==> config.mk <==
export PLATFORM = sky130hd
export DESIGN_NAME = edge_det_multi
export DESIGN_NICKNAME = d
export VERILOG_FILES = /design/src/rtl/edge_det_multi.sv
export SDC_FILE = /design/constraint.sdc
export NUM_CORES = 1
export LEC_CHECK = 0
export BUFFER_PORTS_ARGS = -buffer_cell sky130_fd_sc_hd__buf_2
export CORE_UTILIZATION = 47
export CTS_CLUSTER_SIZE = 8
export DETAILED_ROUTE_END_ITERATION = 6
export GPL_ROUTABILITY_DRIVEN = 0
export PLACE_DENSITY = 0.79
export SLEW_MARGIN = 20
export SYNTH_ARGS = -nofsm -noshare
export SYNTH_HDL_FRONTEND = slang
export SYNTH_SLANG_ARGS = --single-unit
==> constraint.sdc <==
create_clock -name clk -period 1.45 [get_ports clk]
set_input_delay 0.29 -clock clk [delete_from_list [all_inputs] [get_ports clk]]
set_output_delay 0.29 -clock clk [all_outputs]
set_load 0.01 [all_outputs]
==> src/rtl/edge_det_multi.sv <==
// edge_det_multi: multi-channel edge detector for asynchronous level inputs.
//
// Each channel passes through a synchroniser and a glitch filter, then gets rise and fall
// detection. Edges that the channel's mode allows set a sticky event flag, which software
// clears. All flags are ORed into a single registered interrupt line.
//
// Optional feature: define EDGE_CNT_EN to add a saturating per-channel qualified-edge counter.
// Without it, edge_cnt_o is tied to zero and the port list stays the same.
//
// Ports:
//   clk           system clock, rising edge
//   reset         synchronous, active-low reset
//   a_i           asynchronous level inputs, one per channel
//   mode_i        per-channel mode [2i+1:2i]: 00 off, 01 rise, 10 fall, 11 both
//   clr_i         per-channel clear of sticky flag and counter (level)
//   rising_edge   1-cycle pulse on filtered 0->1 (ignores mode)
//   falling_edge  1-cycle pulse on filtered 1->0 (ignores mode)
//   event_o       sticky qualified-edge flags
//   irq_o         registered OR of event_o
//   edge_cnt_o    per-channel qualified-edge counts, channel i at [i*CNT_W +: CNT_W]
module edge_det_multi #(
  parameter int unsigned NUM_CH      = 8,
  parameter int unsigned SYNC_STAGES = 2,
  parameter int unsigned FILT_CYCLES = 4,
  parameter int unsigned CNT_W       = 8
) (
  input  logic                      clk,
  input  logic                      reset,
  input  logic [NUM_CH-1:0]         a_i,
  input  logic [2*NUM_CH-1:0]       mode_i,
  input  logic [NUM_CH-1:0]         clr_i,
  output logic [NUM_CH-1:0]         rising_edge,
  output logic [NUM_CH-1:0]         falling_edge,
  output logic [NUM_CH-1:0]         event_o,
  output logic                      irq_o,
  output logic [NUM_CH*CNT_W-1:0]   edge_cnt_o
);

  logic [SYNC_STAGES-1:0][NUM_CH-1:0] r_sync_q;
  logic [NUM_CH-1:0]                  w_sync;
  logic [NUM_CH-1:0]                  r_filt_q, w_filt_d;
  logic [NUM_CH-1:0]                  r_rise_q, r_fall_q;
  logic [NUM_CH-1:0]                  w_qual;
  logic [NUM_CH-1:0]                  r_event_q, w_event_d;
  logic                               r_irq_q;

  // Synchroniser: stage 0 samples the pad, the last stage feeds the filter.
  always_ff @(posedge clk) begin
    if (!reset) begin
      r_sync_q <= '0;
    end else begin
      r_sync_q <= {r_sync_q[SYNC_STAGES-2:0], a_i};
    end
  end

  assign w_sync = r_sync_q[SYNC_STAGES-1];

  if (FILT_CYCLES == 0) begin : g_bypass
    assign w_filt_d = w_sync;
  end else begin : g_filt
    localparam int unsigned FcW    = $clog2(FILT_CYCLES + 1);
    localparam logic [FcW-1:0] FcLast = FcW'(FILT_CYCLES - 1);

    logic [NUM_CH-1:0][FcW-1:0] r_fcnt_q, w_fcnt_d;

    // Level only moves after FILT_CYCLES consecutive disagreeing cycles; any agreeing
    // cycle restarts the count, so shorter glitches vanish completely.
    always_comb begin
      w_filt_d = r_filt_q;
      w_fcnt_d = '0;
      for (int unsigned i = 0; i < NUM_CH; i++) begin
        if (w_sync[i] != r_filt_q[i]) begin
          if (r_fcnt_q[i] == FcLast) begin
            w_filt_d[i] = w_sync[i];
          end else begin
            w_fcnt_d[i] = r_fcnt_q[i] + FcW'(1);
          end
        end
      end
    end

    always_ff @(posedge clk) begin
      if (!reset) begin
        r_fcnt_q <= '0;
      end else begin
        r_fcnt_q <= w_fcnt_d;
      end
    end
  end

  // Pulses are registered alongside the filtered level so they line up with its change.
  always_ff @(posedge clk) begin
    if (!reset) begin
      r_filt_q <= '0;
      r_rise_q <= '0;
      r_fall_q <= '0;
    end else begin
      r_filt_q <= w_filt_d;
      r_rise_q <= w_filt_d & ~r_filt_q;
      r_fall_q <= ~w_filt_d & r_filt_q;
    end
  end

  always_comb begin
    w_qual = '0;
    for (int unsigned i = 0; i < NUM_CH; i++) begin
      w_qual[i] = (r_rise_q[i] & mode_i[2*i]) | (r_fall_q[i] & mode_i[2*i+1]);
    end
  end

  // A clear coinciding with a new edge must not lose the edge, so set dominates.
  assign w_event_d = (r_event_q & ~clr_i) | w_qual;

  always_ff @(posedge clk) begin
    if (!reset) begin
      r_event_q <= '0;
      r_irq_q   <= 1'b0;
    end else begin
      r_event_q <= w_event_d;
      r_irq_q   <= |r_event_q;
    end
  end

  assign rising_edge  = r_rise_q;
  assign falling_edge = r_fall_q;
  assign event_o      = r_event_q;
  assign irq_o        = r_irq_q;

`ifdef EDGE_CNT_EN
  logic [NUM_CH-1:0][CNT_W-1:0] r_cnt_q, w_cnt_d;

  // Clear restarts from the current qualified edge so a coincident edge counts as 1.
  always_comb begin
    w_cnt_d = r_cnt_q;
    for (int unsigned i = 0; i < NUM_CH; i++) begin
      if (clr_i[i]) begin
        w_cnt_d[i] = CNT_W'(w_qual[i]);
      end else if (w_qual[i] && (r_cnt_q[i] != {CNT_W{1'b1}})) begin
        w_cnt_d[i] = r_cnt_q[i] + CNT_W'(1);
      end
    end
  end

  always_ff @(posedge clk) begin
    if (!reset) begin
      r_cnt_q <= '0;
    end else begin
      r_cnt_q <= w_cnt_d;
    end
  end

  assign edge_cnt_o = r_cnt_q;
`else
  assign edge_cnt_o = '0;
`endif

endmodule

==> flow_summary.rst, run 1 <==
.. list-table::
   :header-rows: 1

   * - Metric
     - Value
   * - Result of the run
     - finished clean
   * - Share of the cycle needed by the critical path after routing
     - 0.822
   * - Avg Inst Size Synth
     - around 11 um2
   * - Maximum number of pins on one net before global-route repair
     - 58
   * - Count of unresolved DRC violations after routing
     - 0
   * - Clk sink count
     - 73
   * - Minimum hold slack
     - 0.149 ns
   * - PwrDens
     - approximately 1100 nW/um2
   * - Startpoint-to-endpoint class of the critical path
     - flop to flop
   * - Most used flip-flop cell after synthesis
     - sky130_fd_sc_hd__dfxtp_1
   * - Layout cell share with drive strength beyond 1
     - 0.234
   * - Wirelength, routed
     - 4.23 mm
   * - Proportion of total power due to net switching
     - 0.210
   * - Worst endpoint required time
     - 1.67 ns
   * - Clk Latency, worst-skew pair
     - 0.34 ns
   * - Total number of H-tree levels
     - 3
   * - Most area-consuming cells after synthesis
     - sky130_fd_sc_hd__dfxtp_1 (48%), sky130_fd_sc_hd__buf_4 (16%), sky130_fd_sc_hd__ha_1 (6.5%)
   * - Cells resized by post-CTS repair
     - 0
   * - Count of buffers inserted at the top-level ports
     - just under 60
   * - Number of synthesized flops with an enable pin
     - 0
   * - Setup crit start kind
     - flop
   * - Static leakage power
     - between 1.5 and 2 nW
   * - Initial detailed-routing violation count
     - 41
   * - Number of warnings printed during yosys synthesis
     - 0
   * - Setup repair after global routing missed its margin
     - false
   * - Number of inserted diodes
     - 0
   * - Layout overhead on the synthesized area
     - 11.2%
   * - Chip height
     - between 80 and 90 um
   * - Initial core utilization
     - 0.486
   * - Number of slew-limit violations in the final report
     - 0
   * - Hold/Removal Path Class
     - input port to flop
   * - Distinct cells, synth
     - 19
   * - Relative contribution of combinational cells to total power
     - 0.051
   * - Detailed-router iteration count before antenna repair
     - 3
   * - Sequential element share of the synthesized area
     - 0.476
   * - Total global-route track usage
     - 0.131
   * - Wirelength per Cell
     - 9.90 um
   * - Number of rows in the core area
     - 29
   * - Worst Path Arrival
     - between 1 and 1.5 ns
   * - Remaining Overflow, GRT
     - 0
   * - Mapped Area
     - between 3000 and 4000 um2
   * - Count of max-cap constraint violations
     - 0
   * - Commonest cells in the synthesized netlist
     - sky130_fd_sc_hd__dfxtp_1 (73), sky130_fd_sc_hd__buf_4 (66)
   * - Max FO, Critical Path
     - 3
   * - Leading area contributor after synthesis
     - sky130_fd_sc_hd__dfxtp_1
   * - Count of hold-fix buffers inserted at cts
     - 0
   * - Inserted Clock Buffers
     - 9
   * - Worst vdd ir
     - between 0.0008 and 0.0009 V
   * - Floorplan die area
     - approximately 6900 um2
   * - Footprint of the multi-input gates
     - 1300 um2
   * - Library cell with the highest instance count after synthesis
     - sky130_fd_sc_hd__dfxtp_1
   * - Internal power of the cells
     - around 3.1 mW
   * - Final hold viol count
     - 0
   * - Psw
     - between 0.8 and 0.9 mW
   * - Setup clock skew after layout
     - 0.00482 ns
   * - Post-CTS setup-driven buffer insertion count
     - 0
   * - Synth Register Bits
     - 73
   * - Core occupancy in the finished layout
     - 0.541
   * - Post-route standard cell area excluding fillers
     - 3410 um2
   * - IO Count
     - about 120
   * - Filler cell count in the final layout
     - between 500 and 600
   * - Share of the synthesized area in the top cell type
     - 0.476
   * - Clock Tree Buf Depth
     - 2
   * - Number of failing setup endpoints in the final timing report
     - 0
   * - Dpl hpwl
     - 3.09 mm
   * - Vias
     - between 1.5k and 2k
   * - Wire length of the first global-routing pass
     - between 7 and 8 mm
   * - Post-route ant nets
     - 0
   * - Sort of element at the end of the critical path
     - flop
   * - Number of global-route vias before repair
     - around 1.6k
   * - TritonCTS clock tree
     - built
   * - TNS Setup
     - 0 ns
   * - Antenna violations before repair
     - 0
   * - Post-layout nets
     - slightly below 400
   * - Sequential power share
     - 0.525
   * - Share of flip-flops with an asynchronous set or reset after synthesis
     - 0
   * - Relative contribution of the clock network to total power
     - 0.424
   * - Root buffer cell
     - sky130_fd_sc_hd__clkbuf_8
   * - Total power draw
     - approximately 3.9 mW
   * - Placed Instance Area
     - 3200 um2
   * - Peak Freq
     - ~840 MHz
   * - Mapped Cells
     - 283
   * - Reg clk slew, reported paths
     - roughly 0.07 ns
   * - Chip width
     - roughly 83 um
   * - Post-detailed-route via-to-cell ratio
     - around 4.4
   * - Reg area
     - 1460 um2
   * - Area of the core
     - 6310 um2
   * - Final critical path time including I/O delays and setup
     - between 1 and 1.5 ns
[final timing paths]
kind | from | depth (start not counted) | end | slack [ns]
worst max-delay path | g_filt.r_fcnt_q[3]$_SDFF_PP0_ | 4 | r_filt_q[1]$_SDFF_PN0_ | 0.26
worst min-delay path | a_i[2] | 2 | r_sync_q[2]$_SDFF_PN0_ | 0.15
worst max register to register | g_filt.r_fcnt_q[3]$_SDFF_PP0_ | 4 | r_filt_q[1]$_SDFF_PN0_ | 0.26
worst min register to register | g_filt.r_fcnt_q[15]$_SDFF_PP0_ | 1 | g_filt.r_fcnt_q[15]$_SDFF_PP0_ | 0.43
[power groups by stage]
stage | registers, mW | logic, mW | clock network, mW
after floorplan | 2.09 | 0.273 | 0
after detailed placement | 2.09 | 0.199 | 0
after global placement | 2.09 | 0.196 | 0
after CTS | 2.04 | 0.200 | 1.70
after global routing | 2.05 | 0.224 | 1.79
final | 2.04 | 0.199 | 1.65
[per-stage QoR]
| stage | cells | setup WS (ns) |
|---|---|---|
| 2_1_floorplan | 346 | 0.374 |
| 3_3_place_gp | 412 | 0.319 |
| 3_5_place_dp | 412 | 0.261 |
| 4_1_cts | 427 | 0.225 |
| 5_1_grt | 427 | 0.149 |
| 6_report | 427 | 0.257 |
[layout by cell type (no fill, tap or decap), types with 8 or more instances in the layout]
cell type,instances
sky130_fd_sc_hd__a22oi_1,8
sky130_fd_sc_hd__nor3b_2,8
sky130_fd_sc_hd__and4b_1,8
sky130_fd_sc_hd__nand2b_1,16
sky130_fd_sc_hd__dfxtp_1,73
sky130_fd_sc_hd__nor3_1,16
sky130_fd_sc_hd__nor3b_1,8
sky130_fd_sc_hd__a21boi_1,9
sky130_fd_sc_hd__clkbuf_8,13
sky130_fd_sc_hd__buf_2,58
sky130_fd_sc_hd__conb_1,64
sky130_fd_sc_hd__xnor2_1,8
sky130_fd_sc_hd__nor2b_1,8
sky130_fd_sc_hd__mux2i_1,8
sky130_fd_sc_hd__ha_1,16
sky130_fd_sc_hd__and2_1,16
sky130_fd_sc_hd__inv_1,8
[layout make-up]
| type | instances | share of cell area |
|---|---|---|
| clock buffers | 13 | 0.0524 |
| clock inverters | 2 | 0.0103 |
| inverters | 8 | 0.00880 |
| multi-input cells | 195 | 0.381 |
| flip-flops and latches | 73 | 0.428 |
| well taps | 77 | 0.0282 |
| repair buffers | 59 | 0.0909 |
[per-layer routing]
metal  track usage  vias up  wire (um)
met5             0        -          0
met1         0.144      850       1810
met3        0.0517        9        282
li1              -      940          -
met4        0.0752        0         97
met2         0.214       64       2040
[critical path: stages, from the launching register on]
cell and delay, ns:
sky130_fd_sc_hd__dfxtp_1 0.34, sky130_fd_sc_hd__ha_1 0.16, sky130_fd_sc_hd__ha_1 0.20, sky130_fd_sc_hd__mux2i_1 0.30, sky130_fd_sc_hd__nor2b_1 0.08
[flip-flops by register name, summed over array words and instances, names as in the netlist]
signal	count
g_filt.r_fcnt_q	24
w_sync	8
falling_edge	8
rising_edge	8
r_filt_q	8
irq_o	1
r_sync_q	8
event_o	8
[logic make-up (layout without fill, tap and decap cells)]
| family | after synthesis | after routing | share of synthesized area |
|---|---|---|---|
| buffers and inverters | 78 | 82 | 0.177 |
| DFF | 73 | 73 | 0.476 |
| AOI/OAI and AO/OA | 17 | 17 | 0.0416 |
| muxes | 8 | 8 | 0.0261 |
| other | 1 | 64 | 0.00122 |
| and+or+nand+nor | 82 | 82 | 0.190 |
| adders and majority gates | 16 | 16 | 0.0652 |
| xor gates and xnor gates | 8 | 8 | 0.0228 |
No activity file was read; power rests on OpenSTA's default activity.
==> run 2: changes to the inputs <==
--- a/config.mk
+++ b/config.mk
@@ -6,11 +6,11 @@
 export NUM_CORES = 1
 export LEC_CHECK = 0
 export BUFFER_PORTS_ARGS = -buffer_cell sky130_fd_sc_hd__buf_2
-export CORE_UTILIZATION = 47
+export CORE_UTILIZATION = 43
 export CTS_CLUSTER_SIZE = 8
 export DETAILED_ROUTE_END_ITERATION = 6
 export GPL_ROUTABILITY_DRIVEN = 0
-export PLACE_DENSITY = 0.79
+export PLACE_DENSITY = 0.76
 export SLEW_MARGIN = 20
 export SYNTH_ARGS = -nofsm -noshare
 export SYNTH_HDL_FRONTEND = slang
==> constraint.sdc (replaced) <==
create_clock -name clk -period 1 [get_ports clk]
set_input_delay 0.2 -clock clk [delete_from_list [all_inputs] [get_ports clk]]
set_output_delay 0.2 -clock clk [all_outputs]
set_load 0.01 [all_outputs]
==> run 2 against run 1 <==
The flow now finishes with violations (negative setup slack). Flip-flop and latch count stayed put. Non-clock buffer count is 16 higher. First-iteration DRC count is 51% lower. Count of clock-buffer cells in the layout is 4 lower. Total power is 42% higher. Die area is 9.1% higher. Hold slack worse by 0.093 ns. Global-route usage is 0.94 points higher. Routed wire length is 19% higher. Maximum frequency is 11% higher. Core utilization is 7.6 points higher. Combinational power is 82% higher. Critical endpoint is now rising_edge[7]$_SDFF_PN0_.
==> flow_summary.rst, run 2 (synthesis results as in run 1) <==
.. list-table::
   :header-rows: 1

   * - Metric
     - Value
   * - Reg clk slew, reported paths
     - 0.08 ns
   * - Startpoint-to-endpoint class of the critical path
     - flop to flop
   * - Max FO, Critical Path
     - 3
   * - Clk Latency, worst-skew pair
     - 0.35 ns
   * - Layout overhead on the synthesized area
     - 37.2%
   * - Top layer used by detailed routing
     - met4
   * - Wl on met1
     - roughly 2 mm
   * - Metal3 WL
     - approximately 350 um
   * - Final hold viol count
     - 0
   * - Placed Instance Area
     - between 3000 and 4000 um2
   * - Number of rows in the core area
     - 30
   * - Wirelength per Cell
     - 10.9 um
   * - Post-route standard cell area excluding fillers
     - approximately 4200 um2
   * - Top library cells by usage in the layout, fill and taps aside
     - sky130_fd_sc_hd__conb_1 (64), sky130_fd_sc_hd__dfxtp_2 (37), sky130_fd_sc_hd__buf_2 (34)
   * - Peak Freq
     - between 900 and 1000 MHz
   * - Worst Path Arrival
     - between 1 and 1.5 ns
   * - Layout cell share with drive strength beyond 1
     - 0.540
   * - Setup repair after global routing missed its margin
     - true
   * - Routed wire length on met2
     - about 2.6 mm
   * - Remaining Overflow, GRT
     - 0
   * - Antenna violations before repair
     - 0
   * - Initial detailed-routing violation count
     - 20
   * - Number of slew-limit violations in the final report
     - 0
   * - Root buffer cell
     - sky130_fd_sc_hd__clkbuf_8
   * - Worst slack at placement
     - -0.0800 ns
   * - Maximum number of pins on one net before global-route repair
     - 30
   * - Hold/Removal Path Class
     - input port to flop
   * - Area of the core
     - about 6800 um2
   * - Initial core utilization
     - 0.449
   * - Wirelength, routed
     - 5.03 mm
   * - Reg2reg path depth
     - 4
   * - Final critical path time including I/O delays and setup
     - roughly 1.1 ns
   * - Number of failing setup endpoints in the final timing report
     - 46
   * - Endpoint of the most critical setup path
     - rising_edge[7]$_SDFF_PN0_
   * - Post-detailed-route via-to-cell ratio
     - 4.27
   * - Register ranked first by flip-flop count
     - g_filt.r_fcnt_q
   * - Flip-flop count of the largest register after layout
     - 24
   * - Filler cell count in the final layout
     - 583
   * - Detailed-router iteration count before antenna repair
     - 4
   * - Most common library cell in the layout ignoring fill and taps
     - sky130_fd_sc_hd__conb_1
   * - Post-route ant nets
     - 0
   * - Final worst slack
     - -0.0764 ns
   * - Violations in the final reports
     - negative setup slack
   * - Dpl hpwl
     - approximately 3.2 mm
   * - Share of the cycle needed by the critical path after routing
     - 1.08
   * - Setup crit start kind
     - flop
   * - PwrDens
     - around 1300 nW/um2
   * - Total number of H-tree levels
     - 3
   * - Result of the run
     - finished, violations left
   * - Flop-to-flop setup slack
     - -0.08 ns
   * - CP Launch Point
     - g_filt.r_fcnt_q[21]$_SDFF_PP0_
   * - IO Count
     - about 120
   * - Post-layout nets
     - 412
   * - Chip width
     - 86.5 um
   * - Number of global-route vias before repair
     - between 1.5k and 2k
   * - Clk sink count
     - between 70 and 80
   * - Inserted Clock Buffers
     - 9
   * - Total global-route track usage
     - 0.140
   * - Vias
     - about 2.0k
   * - Count of unresolved DRC violations after routing
     - 0
   * - TritonCTS clock tree
     - built
   * - Wire length of the first global-routing pass
     - 7.85 mm
   * - Source of the worst register-to-register timing path
     - g_filt.r_fcnt_q[21]$_SDFF_PP0_
   * - Chip height
     - between 80 and 90 um
   * - Count of max-cap constraint violations
     - 0
   * - Number of inserted diodes
     - 0
   * - Static leakage power
     - approximately 1.7 nW
   * - Endpoint of the lowest-slack register-to-register path
     - rising_edge[7]$_SDFF_PN0_
   * - Clock Tree Buf Depth
     - 2
   * - Worst endpoint required time
     - approximately 1.3 ns
   * - Floorplan die area
     - 7480 um2
   * - Setup clock skew after layout
     - about 0.0073 ns
   * - Sort of element at the end of the critical path
     - flop
   * - Worst vdd ir
     - around 0.0011 V
   * - Count of buffers inserted at the top-level ports
     - just under 60
[run 2: repair_timing]
action | 4_1_cts | 5_1_grt
pin swaps | 7 | 8
endpoints found under the setup margin | 64 | 65
hold buffers | 0 | 0
gates resized for setup | 71 | 11
buffers inserted | 11 | 3
[run 2: worst min path at each step]
stage / start / end / slack [ns] / depth (start not counted)
6_report: a_i[5] / r_sync_q[5]$_SDFF_PN0_ / 0.06 / 2
2_1_floorplan: a_i[0] / r_sync_q[0]$_SDFF_PN0_ / 0.33 / 1
3_3_place_gp: a_i[6] / r_sync_q[6]$_SDFF_PN0_ / 0.41 / 2
3_5_place_dp: a_i[6] / r_sync_q[6]$_SDFF_PN0_ / 0.41 / 2
5_1_grt: a_i[5] / r_sync_q[5]$_SDFF_PN0_ / 0.04 / 2
4_1_cts: a_i[5] / r_sync_q[5]$_SDFF_PN0_ / 0.04 / 2
[run 2: worst max-delay path, stage by stage, from the launching register on]
cell	delay (ns)
sky130_fd_sc_hd__dfxtp_2	0.34
sky130_fd_sc_hd__ha_4	0.16
sky130_fd_sc_hd__ha_4	0.16
sky130_fd_sc_hd__mux2i_2	0.16
sky130_fd_sc_hd__nor3b_2	0.19
[run 2: metrics by stage]
step	utilization	TNS [ns]	hold WS (ns)	total power, mW	instances
6_report	0.617	-1.57	0.0563	5.55	463
4_1_cts	0.605	-1.77	0.0362	5.63	460
3_3_place_gp	0.521	-0.337	0.408	3.36	433
3_5_place_dp	0.521	-1.29	0.410	3.36	433
5_1_grt	0.617	-3.99	0.0418	5.82	463
2_1_floorplan	-	0	0.327	3.45	346
[run 2: power by group]
group          total (mW)  internal, mW  switching [mW]
combinational       0.362         0.144           0.218
sequential           2.96          2.94          0.0264
clock                2.23          1.14            1.08
total                5.55          4.23            1.33
[run 2: metal layers]
metal,track usage,vias up
met5,0,-
met4,0.0591,0
met3,0.0638,4
met2,0.238,74
met1,0.151,928
li1,-,970
[run 2: final cells by class]
type	instances	area (um2)	area share
multi-input cells	195	1760	0.417
flip-flops and latches	73	1520	0.361
repair buffers	75	593	0.141
clock buffers	9	124	0.0294
well taps	96	120	0.0285
clock inverters	7	71.3	0.0169
inverters	8	30.0	0.00713
==> run 3: changes to the inputs <==
--- a/config.mk
+++ b/config.mk
@@ -6,11 +6,12 @@
 export NUM_CORES = 1
 export LEC_CHECK = 0
 export BUFFER_PORTS_ARGS = -buffer_cell sky130_fd_sc_hd__buf_2
-export CORE_UTILIZATION = 43
+export CORE_UTILIZATION = 47
 export CTS_CLUSTER_SIZE = 8
 export DETAILED_ROUTE_END_ITERATION = 6
 export GPL_ROUTABILITY_DRIVEN = 0
-export PLACE_DENSITY = 0.76
+export PLACE_DENSITY = 0.79
+export RECOVER_POWER = 50
 export SLEW_MARGIN = 20
 export SYNTH_ARGS = -nofsm -noshare
 export SYNTH_HDL_FRONTEND = slang
==> constraint.sdc (replaced) <==
create_clock -name clk -period 1.1 [get_ports clk]
set_input_delay 0.22 -clock clk [delete_from_list [all_inputs] [get_ports clk]]
set_output_delay 0.22 -clock clk [all_outputs]
set_load 0.01 [all_outputs]
==> run 3 against run 2 <==
The flow still finishes with violations (negative setup slack). Sequential share of layout area increased by 1.9 points. Clock power about the same. Flip-flop and latch count stayed put. Worst setup slack better by 0.067 ns. Combinational power decreased by 17%. Global-route usage is 0.79 points higher. Total power fell by 5.6%. Highest routed layer unchanged. Count of clock-buffer cells in the layout increased by 3. Routed wire length is 1.1% higher. Via count is 2.9% lower. Sequential power down 8.4%. Critical endpoint is now g_filt.r_fcnt_q[18]$_SDFF_PP0_. Largest cell class unchanged. Core utilization grew 0.34 points.
==> flow_summary.rst, run 3 (synthesis results as in run 1) <==
.. list-table::
   :header-rows: 1

   * - Metric
     - Value
   * - Vias
     - 1919
   * - Max FO, Critical Path
     - 3
   * - Cell total after placement
     - approximately 410
   * - Total power draw
     - approximately 5.2 mW
   * - Cell with the largest stage delay on the worst path
     - sky130_fd_sc_hd__dfxtp_2
   * - Register ranked first by flip-flop count
     - g_filt.r_fcnt_q
   * - Layout overhead on the synthesized area
     - 27.5%
   * - Endpoint of the lowest-slack register-to-register path
     - g_filt.r_fcnt_q[18]$_SDFF_PP0_
   * - Layout cell share with drive strength beyond 1
     - 0.431
   * - Hold/Removal Path Class
     - input port to flop
   * - Internal power of the cells
     - between 4 and 5 mW
   * - Initial core utilization
     - 0.486
   * - Slew HR
     - 0.541
   * - Result of the run
     - finished, violations left
   * - Share of the cycle needed by the critical path after routing
     - 1.01
   * - Relative contribution of combinational cells to total power
     - 0.058
   * - Global Route met2 Usage
     - 0.231
   * - Root buffer cell
     - sky130_fd_sc_hd__clkbuf_8
   * - Worst vdd ir
     - approximately 0.00082 V
   * - Detailed-router iteration count before antenna repair
     - 4
   * - Setup repair after global routing missed its margin
     - true
   * - Inserted Clock Buffers
     - 9
   * - Wire length of the first global-routing pass
     - 7.84 mm
   * - Clk sink count
     - 73
   * - Clock Tree Buf Depth
     - 2
   * - Startpoint-to-endpoint class of the critical path
     - flop to flop
   * - Wirelength per Cell
     - ~12 um
   * - Number of global-route vias before repair
     - 1760
   * - Violations in the final reports
     - negative setup slack
   * - Worst endpoint required time
     - roughly 1.4 ns
   * - Filler cell count in the final layout
     - between 500 and 600
   * - Number of failing setup endpoints in the final timing report
     - 3
   * - Static leakage power
     - 1.59 nW
   * - Number of inserted diodes
     - 0
   * - Non-Filler Instances
     - around 430
   * - Chip width
     - just over 80 um
   * - Dpl hpwl
     - ~3.1 mm
   * - Peak Freq
     - around 900 MHz
   * - List of cells traversed by the critical path
     - ha_4 > ha_4 > nand2b_4 > nor3_2
   * - Sequential power share
     - 0.517
   * - Sort of element at the end of the critical path
     - flop
   * - Final critical path time including I/O delays and setup
     - roughly 1.1 ns
   * - Worst Path Arrival
     - about 1.4 ns
   * - Wirelength, routed
     - 5.09 mm
   * - Final worst slack
     - -0.00961 ns
   * - Flop-to-flop setup slack
     - -0.01 ns
   * - Relative contribution of the clock network to total power
     - 0.426
   * - TritonCTS clock tree
     - built
   * - Most common library cell in the layout ignoring fill and taps
     - sky130_fd_sc_hd__conb_1
   * - Post-detailed-route via-to-cell ratio
     - approximately 4.4
   * - Worst slack at placement
     - -0.0820 ns
   * - Number of rows in the core area
     - 29
   * - Number of slew-limit violations in the final report
     - 0
   * - Slew @ Worst Pin
     - about 0.69 ns
   * - Post-route ant nets
     - 0
   * - Total number of H-tree levels
     - 3
   * - PwrDens
     - ~1300 nW/um2
   * - Count of max-cap constraint violations
     - 0
   * - Routing layer with the top usage in global route
     - met2
   * - Reg2reg path depth
     - 4
   * - Psw
     - approximately 1.1 mW
   * - Count of unresolved DRC violations after routing
     - 0
   * - Clk Latency, worst-skew pair
     - between 0.3 and 0.4 ns
   * - Antenna violations before repair
     - 0
   * - Maximum number of pins on one net before global-route repair
     - 33
   * - IO Count
     - roughly 120
   * - Reg area
     - roughly 1500 um2
   * - Post-route standard cell area excluding fillers
     - ~3900 um2
   * - Chip height
     - approximately 83 um
   * - Floorplan die area
     - between 6000 and 7000 um2
   * - Setup clock skew after layout
     - just under 0.01 ns
   * - Remaining Overflow, GRT
     - 0
   * - Total global-route track usage
     - 0.148
   * - Worst hold path cell count
     - 2
   * - M3 GR Usage
     - 0.0507
   * - Setup crit start kind
     - flop
   * - Startpoint of the worst hold path
     - a_i[2]
   * - Top library cells by usage in the layout, fill and taps aside
     - sky130_fd_sc_hd__conb_1 (64), sky130_fd_sc_hd__buf_2 (56), sky130_fd_sc_hd__dfxtp_1 (54)
   * - Worst-case hold path end point
     - r_sync_q[2]$_SDFF_PN0_
   * - Source of the worst register-to-register timing path
     - g_filt.r_fcnt_q[18]$_SDFF_PP0_
   * - Minimum hold slack
     - between 0.07 and 0.08 ns
   * - Most repeated library cell on the critical path
     - sky130_fd_sc_hd__ha_4
   * - Proportion of total power due to net switching
     - 0.215
   * - Met1 capacity usage during global routing
     - 0.172
   * - Initial detailed-routing violation count
     - 30
   * - Footprint of the multi-input gates
     - approximately 1800 um2
   * - Post-layout nets
     - between 400 and 500
   * - Reg clk slew, reported paths
     - around 0.070 ns
   * - Flip-flop count of the largest register after layout
     - 24
   * - Largest stage delay on the critical path
     - 0.35 ns
   * - Count of buffers inserted at the top-level ports
     - 58
   * - Area of the core
     - around 6300 um2
   * - Placed Instance Area
     - around 3200 um2
   * - Final hold viol count
     - 0
==> run 3: cell count changes in the layout (fill, tap and decap cells not counted), sizes merged <==
cell      before  now
buf           75   61
clkbuf         9   15
clkinvlp       3    0
clkinv         3    1
bufinv         1    2
==> run 3: what timing repair did <==
item                                    in CTS  in global routing
hold buffers                                 0                  0
resized for setup                           67                 30
pin swaps                                   12                  6
endpoints found under the setup margin      45                 31
buffers inserted                             3                  1
==> run 3: per-stage QoR <==
stage                     setup TNS, ns  utilization
after global placement           -0.228        0.511
after CTS                       -0.0181        0.598
after detailed placement          -1.60        0.511
final                           -0.0136        0.620
after floorplan                       0            -
after global routing             -0.612        0.620
==> run 3: worst max path at each step <==
stage | to | startpoint | slack (ns)
2_1_floorplan | g_filt.r_fcnt_q[3]$_SDFF_PP0_ | g_filt.r_fcnt_q[3]$_SDFF_PP0_ | 0.02
3_3_place_gp | g_filt.r_fcnt_q[5]$_SDFF_PP0_ | g_filt.r_fcnt_q[3]$_SDFF_PP0_ | -0.02
3_5_place_dp | g_filt.r_fcnt_q[3]$_SDFF_PP0_ | g_filt.r_fcnt_q[3]$_SDFF_PP0_ | -0.08
4_1_cts | rising_edge[4]$_SDFF_PN0_ | g_filt.r_fcnt_q[12]$_SDFF_PP0_ | -0.02
5_1_grt | g_filt.r_fcnt_q[18]$_SDFF_PP0_ | g_filt.r_fcnt_q[18]$_SDFF_PP0_ | -0.06
6_report | g_filt.r_fcnt_q[18]$_SDFF_PP0_ | g_filt.r_fcnt_q[18]$_SDFF_PP0_ | -0.01
==> run 3: routing by layer <==
metal  part of all wire  vias up
met5                  0        -
met4              0.023        0
met1               0.41      883
li1                   -      959
met3              0.055       10
met2               0.51       67
==> run 3: power by group through the flow <==
stage	sequential, mW	combinational [mW]	clock (mW)
final	2.71	0.302	2.23
after global routing	2.71	0.333	2.43
after CTS	2.70	0.295	2.28
after detailed placement	2.76	0.269	0
after global placement	2.75	0.267	0
after floorplan	2.75	0.360	0
==> run 3: final cells by class <==
class / count / area share
Clock inverter: 3 / 0.0166
Clock buffer: 12 / 0.0371
Tap cell: 77 / 0.0246
Sequential cell: 73 / 0.379
Timing Repair Buffer: 64 / 0.0857
Inverter: 8 / 0.00767
Multi-Input combinational cell: 195 / 0.449
==> run 3: worst max-delay path: cells and delay by family (launching register included) <==
kind                     cells  cell delay, ns
adder cells (fa/ha/maj)      2            0.33
AND/OR/NAND/NOR              2            0.35
flip-flops                   1            0.35
